[src/rtl/uart_tx_arbiter.sv]
// Round-robin arbiter that shares one UART transmitter among NUM_REQ byte sources.
// The transmitter has no busy or done output, so this block counts the frame and
// guard time itself and holds tx_byte steady for the whole transfer.
// Ports:
//   clock, reset_n   system clock (rising edge), asynchronous active-low reset
//   req              per-requester pending flag (level, held until granted)
//   req_data         byte of requester i at [8*i+7:8*i]
//   grant            one-hot, 1-cycle pulse when a requester's byte is accepted
//   grant_id         index of the last granted requester
//   tx_byte          byte to the transmitter, stable from START through the end of WAIT
//   start_transfert  1-cycle start pulse to the transmitter
//   busy             high whenever the arbiter is not idle
module uart_tx_arbiter #(
  parameter int unsigned NUM_REQ      = 4,
  parameter int unsigned FRAME_CYCLES = 10,
  parameter int unsigned GUARD_CYCLES = 1
) (
  input  logic                       clock,
  input  logic                       reset_n,
  input  logic [NUM_REQ-1:0]         req,
  input  logic [8*NUM_REQ-1:0]       req_data,
  output logic [NUM_REQ-1:0]         grant,
  output logic [$clog2(NUM_REQ)-1:0] grant_id,
  output logic [7:0]                 tx_byte,
  output logic                       start_transfert,
  output logic                       busy
);

  localparam int unsigned IW         = $clog2(NUM_REQ);
  localparam int unsigned CMAX       = (FRAME_CYCLES > GUARD_CYCLES) ? FRAME_CYCLES : GUARD_CYCLES;
  localparam int unsigned CW         = (CMAX > 1) ? $clog2(CMAX) : 1;
  localparam int unsigned FRAME_LOAD = FRAME_CYCLES - 1;
  localparam int unsigned GUARD_LOAD = (GUARD_CYCLES > 0) ? (GUARD_CYCLES - 1) : 0;

  typedef enum logic [1:0] {
    ST_IDLE  = 2'd0,
    ST_START = 2'd1,
    ST_WAIT  = 2'd2,
    ST_GUARD = 2'd3
  } state_t;

  state_t               state, state_nxt;
  logic [CW-1:0]        counter, counter_nxt;
  logic [IW-1:0]        rr_ptr, rr_ptr_nxt;

  logic [NUM_REQ-1:0]   grant_nxt;
  logic [IW-1:0]        grant_id_nxt;
  logic [7:0]           tx_byte_nxt;
  logic                 start_nxt;
  logic                 busy_nxt;

  logic                 win_valid;
  logic [IW-1:0]        win;
  logic [7:0]           win_data;
  logic [IW:0]          cand;

  // Round-robin scan: first pending requester at or after rr_ptr, wrapping.
  always_comb begin
    win_valid = 1'b0;
    win       = '0;
    cand      = '0;
    for (int i = 0; i < NUM_REQ; i++) begin
      cand = {1'b0, rr_ptr} + (IW+1)'(i);
      if (cand >= (IW+1)'(NUM_REQ)) cand = cand - (IW+1)'(NUM_REQ);
      if (!win_valid && req[cand[IW-1:0]]) begin
        win_valid = 1'b1;
        win       = cand[IW-1:0];
      end
    end
  end

  // Only the winner's byte is picked out of req_data.
  always_comb begin
    win_data = '0;
    for (int j = 0; j < NUM_REQ; j++) begin
      if (win == IW'(j)) win_data = req_data[8*j +: 8];
    end
  end

  // State and output registers.
  always_ff @(posedge clock or negedge reset_n) begin
    if (!reset_n) begin
      state           <= ST_IDLE;
      counter         <= '0;
      rr_ptr          <= '0;
      grant           <= '0;
      grant_id        <= '0;
      tx_byte         <= '0;
      start_transfert <= 1'b0;
      busy            <= 1'b0;
    end else begin
      state           <= state_nxt;
      counter         <= counter_nxt;
      rr_ptr          <= rr_ptr_nxt;
      grant           <= grant_nxt;
      grant_id        <= grant_id_nxt;
      tx_byte         <= tx_byte_nxt;
      start_transfert <= start_nxt;
      busy            <= busy_nxt;
    end
  end

  // Next state and frame/guard countdown.
  always_comb begin
    state_nxt   = state;
    counter_nxt = counter;
    case (state)
      ST_IDLE: begin
        if (win_valid) state_nxt = ST_START;
      end
      ST_START: begin
        counter_nxt = CW'(FRAME_LOAD);
        state_nxt   = ST_WAIT;
      end
      ST_WAIT: begin
        if (counter == '0) begin
          if (GUARD_CYCLES > 0) begin
            counter_nxt = CW'(GUARD_LOAD);
            state_nxt   = ST_GUARD;
          end else begin
            state_nxt = ST_IDLE;
          end
        end else begin
          counter_nxt = counter - CW'(1);
        end
      end
      ST_GUARD: begin
        if (counter == '0) state_nxt = ST_IDLE;
        else               counter_nxt = counter - CW'(1);
      end
      default: state_nxt = ST_IDLE;
    endcase
  end

  // Next values of the registered outputs; tx_byte and grant_id hold outside a grant.
  always_comb begin
    grant_nxt    = '0;
    start_nxt    = 1'b0;
    tx_byte_nxt  = tx_byte;
    grant_id_nxt = grant_id;
    rr_ptr_nxt   = rr_ptr;
    busy_nxt     = (state_nxt != ST_IDLE);
    if (state == ST_IDLE && win_valid) begin
      grant_nxt    = NUM_REQ'(1) << win;
      start_nxt    = 1'b1;
      tx_byte_nxt  = win_data;
      grant_id_nxt = win;
      rr_ptr_nxt   = (win == IW'(NUM_REQ - 1)) ? '0 : win + IW'(1);
    end
  end

endmodule

[config.mk]
export PLATFORM = sky130hd
export DESIGN_NAME = uart_tx_arbiter
export DESIGN_NICKNAME = d
export VERILOG_FILES = /design/src/rtl/uart_tx_arbiter.sv
export SDC_FILE = /design/constraint.sdc
export NUM_CORES = 1
export LEC_CHECK = 0
export ABC_AREA = 1
export CAP_MARGIN = 20
export CORE_MARGIN = 4
export CORE_UTILIZATION = 30
export DETAILED_ROUTE_END_ITERATION = 7
export SLEW_MARGIN = 0
export SYNTH_ARGS = -nofsm -noshare
export SYNTH_HDL_FRONTEND = slang
export SYNTH_SLANG_ARGS = --single-unit
[constraint.sdc]
create_clock -name clock -period 3 [get_ports clock]
set_input_delay 0.6 -clock clock [delete_from_list [all_inputs] [get_ports clock]]
set_output_delay 0.6 -clock clock [all_outputs]
set_load 0.1 [all_outputs]
==> run metrics, run 1 <==
Layout area overhead 42.9%; n_diodes 0; # rows 25; top cells by area, synth dfrtp_1 (40%), nand2_1 (22%), o21ai_0 (8.4%); Fillers around 490; CP Class in2reg; Initial Utilization 0.313; TritonCTS clock tree done; final worst-path cycle share 0.895; PortBufs 53; number of antenna violations at the first check in global routing 0; CTS Buf Count 3; GR Util All Layers 0.131; crit end category register; Die Width 78.7 um; CP max FO 9; status completed; Slew headroom 0.791; Post-Syn Instances roughly 220; number of global-route vias before repair between 1500 and 2000; Vias 1469; full die area 6190 um2; 1st-pass router iterations 4; post-synth cell types 21; setup TNS 0 ps; nets roughly 320; DRC viols 0; Post-DRT Antenna Nets 0; Post-Syn Area per Cell 6.93 um2; Worst setup SP type primary input; Mapped Area roughly 1500 um2; Finished Cell Area approximately 2100 um2; unrepaired setup endpoints after global routing no; clk_skew roughly 7.2 ps; drt total wl about 3600 um; max cap viols 0; Slew Limit Fails 0; leading cell type in the layout, fill and taps excluded nand2_1; clock root buffer master clkbuf_8; register bit total from synthesis 24; Die Ht 78.7 um; most area-hungry cell type in the Yosys netlist dfrtp_1; placed cell area ~2100 um2; Synth Warn # 0; most frequent cells in the layout nand2_1 (88), clkdlybuf4s50_1 (37), o21ai_0 (24), dfrtp_1 (24), inv_1 (23); dpl hpwl roughly 2900 um; Clk Latency, worst-skew pair 270 ps; clock buffer depth 2; 1st-iter DRT viols 57; Avg WL per Cell around 11 um; pin count of the biggest net entering global routing 25; worst hold path type reg2reg; Syn Nets 260; arrival time at the worst endpoint around 2900 ps; Sink Count 24; sequential area share after synthesis 0.401; Final setup viols 0; GRT overflow 0; FMAX approximately 370 MHz; Worst Path Required approximately 3200 ps; area share of the largest cell type after synthesis 0.401; global-route wire length before repair approximately 6600 um; Post-CTS Setup Repair Bufs 0; Worst-path clk slew roughly 90 ps; # IOs 54; layout cells sized above 1 0.125; GPL Wtd Cong slightly above 0.9; fin crit period 2690 ps; Core Region 4790 um2; Final Hold Fails 0; worst slew pin tran between 300 and 400 ps; Via-to-Cell Ratio ~4.3; H-tree Lvls 1
==> stage by stage <==
step / hold WS [ps] / utilization / std cells / setup slack [ps]
floorplan: 304 / - / 216 / 512
global placement: 465 / 0.432 / 334 / 64.2
detailed placement: 468 / 0.432 / 334 / 19.0
CTS: 492 / 0.447 / 338 / 302
global route: 517 / 0.447 / 338 / 7.54
finish: 489 / 0.447 / 338 / 314
==> synthesized netlist by cell type <==
master / count
nand2_1: 88
clkbuf_1: 4
inv_1: 23
nand3_2: 1
dfrtp_1: 24
buf_4: 2
nand3_1: 13
nor2_4: 1
inv_2: 1
a21oi_1: 9
inv_4: 1
o22ai_1: 2
nand2_4: 1
nand2_2: 4
nor2_1: 7
o21ai_0: 25
buf_6: 1
nand4_1: 1
ha_1: 6
xnor2_1: 1
o211ai_1: 1
==> cell type report <==
type / instances / area (um2) / share of cell area
Sequential cell: 24 / 601 / 0.281
Timing Repair Buffer: 58 / 528 / 0.247
Tap cell: 67 / 83.8 / 0.0392
Inverter: 25 / 96.3 / 0.0450
Clock buffer: 3 / 41.3 / 0.0193
Multi-Input combinational cell: 160 / 759 / 0.355
Clock inverter: 1 / 30.0 / 0.0140
==> path summary, 6_finish.rpt <==
kind	start	to	cells past startpoint	slack, ps
worst max-delay path	req[1]	tx_byte[4]$_DFFE_PN0N_	16	310
worst min-delay path	tx_byte[6]$_DFFE_PN0N_	tx_byte[6]$_DFFE_PN0N_	2	490
worst max register to register	rr_ptr[0]$_DFFE_PN0N_	tx_byte[4]$_DFFE_PN0N_	16	460
worst min register to register	tx_byte[6]$_DFFE_PN0N_	tx_byte[6]$_DFFE_PN0N_	2	490
max in group asynchronous	reset_n	rr_ptr[1]$_DFFE_PN0N_	2	2070
min in group asynchronous	reset_n	counter[3]$_DFFE_PN0P_	2	690
==> metal layers <==
layer  wire, um  up-vias  global-route usage
li1           -      791                   -
met1       1650      626               0.157
met2       1600       48               0.220
met3        285        4              0.0436
met4         55        0              0.0420
met5          0        -                   0
==> critical path: stages <==
cell and delay [ps]:
clkdlybuf4s50_1 430, inv_1 60, nand2_1 60, nand3_1 120, nand2_2 90, nor2_4 140, nand3_1 80, nand3_1 90
nand2_1 100, inv_1 90, ha_1 340, inv_1 200, o21ai_0 240, o21ai_0 100, nand2_1 70, nand2_1 40
==> sequential cells by signal (all words and copies together) (netlist names) <==
name / cells
busy: 1
rr_ptr: 2
grant_id: 2
counter: 4
tx_byte: 8
start_transfert: 1
grant: 4
state: 2
==> timing repair <==
item	CTS	global route
gates resized for setup	0	1
hold buffers	0	0
endpoints found under the setup margin	0	7
==> cell families after synthesis <==
group                      count (synthesis)  share of synthesized area
xor gates and xnor gates                   1                    0.00585
DFF                                       24                      0.401
AOI/OAI and AO/OA                         37                      0.127
adders and majority gates                  6                     0.0501
and+or+nand+nor                          116                      0.324
buffers and inverters                     32                     0.0919
Power of run 1 is left out: the tool's default activity adds up to more than one toggle a clock period on the data nets, which glitch-free logic cannot reach.
==> run 2, diff against run 1 <==
--- a/config.mk
+++ b/config.mk
@@ -8,8 +8,9 @@
 export ABC_AREA = 1
 export CAP_MARGIN = 20
 export CORE_MARGIN = 4
-export CORE_UTILIZATION = 30
+export CORE_UTILIZATION = 35
 export DETAILED_ROUTE_END_ITERATION = 7
+export PLACE_DENSITY = 0.65
 export SLEW_MARGIN = 0
 export SYNTH_ARGS = -nofsm -noshare
 export SYNTH_HDL_FRONTEND = slang
==> run 2 against run 1 <==
Net effect:
- highest routed layer unchanged
- first-iteration DRC count is 28% lower
- die area is 13% lower
- worst setup slack better by 74 ps
- critical path type unchanged
- critical path depth is 2 higher
- clock skew is 5.1 ps lower
- utilization is 7.3 points higher
- global-route usage is 1.6 points higher
- clock-buffer cell count stayed put
- sequential share of layout area is 0.38 points higher
- register-to-register slack worse by 70 ps
==> run metrics, run 2 (same netlist as run 1, synthesis figures left out) <==
status completed (unchanged); number of global-route vias before repair 1516 (was 1538); Core Region 4060 um2 (was 4790 um2); dpl hpwl 2880 um (about the same); Layout area overhead 40.9% (was 42.9%); hold_sp tx_byte[4]$_DFFE_PN0N_ (was tx_byte[6]$_DFFE_PN0N_); Clk Latency, worst-skew pair 270 ps (about the same); Worst setup SP type primary input (unchanged); worst reg2reg startpoint rr_ptr[0]$_DFFE_PN0N_ (unchanged); Worst-path clk slew 90 ps (about the same); global-route wire length before repair 6330 um (was 6580 um); Hold Buf Count CTS 0 (unchanged); Via-to-Cell Ratio 4.77 (was 4.35); most frequent cells in the layout nand2_1 (88), clkdlybuf4s50_1 (37), o21ai_0 (25), dfrtp_1 (24), inv_1 (23) (was nand2_1 (88), clkdlybuf4s50_1 (37), o21ai_0 (24), dfrtp_1 (24), inv_1 (23)); Final Hold Fails 0 (unchanged); Hold Path Sink tx_byte[4]$_DFFE_PN0N_ (was tx_byte[6]$_DFFE_PN0N_); CP max FO 8 (was 9); unrepaired setup endpoints after global routing no (unchanged); hold depth 2 (unchanged); Post-DRT Antenna Nets 0 (unchanged); nets 315 (was 316); GPL Wtd Cong 0.937 (was 0.912); setup TNS 0 ps (unchanged); crit end category register (unchanged); clock buffer depth 2 (unchanged); 1st-pass router iterations 4 (unchanged); GR Util All Layers 0.146 (was 0.131); Fillers 411 (was 494); number of antenna violations at the first check in global routing 0 (unchanged); layout cells sized above 1 0.122 (was 0.125); Die Width 73.4 um (was 78.7 um); Biggest register tx_byte (unchanged); DRC viols 0 (unchanged); # rows 23 (was 25); TritonCTS clock tree done (unchanged); Post-CTS Setup Repair Bufs 0 (unchanged); FF-to-FF End tx_byte[7]$_DFFE_PN0N_ (was tx_byte[4]$_DFFE_PN0N_); PortBufs 53 (unchanged); Final setup viols 0 (unchanged); final worst-path cycle share 0.871 (was 0.895); H-tree Lvls 1 (unchanged); FMAX 383 MHz (was 372 MHz); max reg flops 8 (unchanged); FF-to-FF setup slack 390 ps (was 460 ps); full die area 5390 um2 (was 6190 um2); Top Registers tx_byte x8, counter x4, grant x4 (unchanged); Avg WL per Cell 11.3 um (was 10.6 um); worst slew pin tran 510 ps (was 314 ps); arrival time at the worst endpoint 2820 ps (was 2850 ps); clk_skew 2.06 ps (was 7.15 ps); leading cell type in the layout, fill and taps excluded nand2_1 (unchanged); n_diodes 0 (unchanged); max cap viols 0 (unchanged); Worst R2R Path Depth 18 (was 16); Slew headroom 0.660 (was 0.791); drt total wl 3600 um (about the same); post_cts resized 0 (unchanged); worst hold path type reg2reg (unchanged); # IOs 54 (unchanged); Vias 1525 (was 1469); CTS Buf Count 3 (unchanged); Die Ht 73.4 um (was 78.7 um); CP Class in2reg (unchanged); Slew Limit Fails 0 (unchanged); Worst Path Required 3210 ps (was 3160 ps); GRT overflow 0 (unchanged); Sink Count 24 (unchanged); 1st-iter DRT viols 41 (was 57); pin count of the biggest net entering global routing 25 (unchanged); fin crit period 2610 ps (was 2690 ps); Initial Utilization 0.369 (was 0.313); clock root buffer master clkbuf_8 (unchanged)
-- run 2: per-layer routing --
metal / up-vias / wire length (um) / GRT usage
li1: 791 / - / -
met1: 671 / 1650 / 0.184
met2: 56 / 1550 / 0.243
met3: 7 / 327 / 0.0342
met4: 0 / 71 / 0.0563
met5: - / 0 / 0
-- run 2: worst max-delay path by stage --
stage / from / end / cells past startpoint
finish: req[1] / tx_byte[7]$_DFFE_PN0N_ / 18
floorplan: req[0] / tx_byte[0]$_DFFE_PN0N_ / 17
detailed placement: req[1] / tx_byte[0]$_DFFE_PN0N_ / 18
CTS: req[1] / tx_byte[7]$_DFFE_PN0N_ / 18
global placement: req[0] / tx_byte[5]$_DFFE_PN0N_ / 15
global route: rr_ptr[0]$_DFFE_PN0N_ / tx_byte[5]$_DFFE_PN0N_ / 18
-- run 2: worst max-delay path, stage by stage --
cell	delay, ps
clkdlybuf4s50_1	430
inv_1	60
nand2_1	60
nand3_1	130
nand2_2	90
nor2_4	140
nand3_2	110
nand3_1	180
inv_1	80
ha_1	190
nor2_1	100
buf_4	160
nand2_1	60
nand2_1	50
o21ai_0	80
o21ai_0	160
nand2_1	80
nand2_1	60
-- run 2: final cells by class --
| type | count | area (um2) | area share |
|---|---|---|---|
| multi-input combinational | 160 | 759 | 0.360 |
| sequential | 24 | 601 | 0.285 |
| timing repair buffer | 57 | 520 | 0.247 |
| inverter | 25 | 96.3 | 0.0456 |
| tap | 50 | 62.6 | 0.0296 |
| clock buffer | 3 | 41.3 | 0.0196 |
| clock inverter | 1 | 30.0 | 0.0142 |
-- run 2: through the flow --
step                      instances  hold WS, ps  instance area [um2]   util  setup slack, ps
after floorplan                 216          304                 1500      -              512
after global placement          316          468                 2040  0.503              130
after detailed placement        316          475                 2040  0.503              131
after CTS                       320          496                 2110  0.520              395
after global routing            320          529                 2110  0.520             51.5
final                           320          491                 2110  0.520              388
Power of run 2 is left out for the same reason.
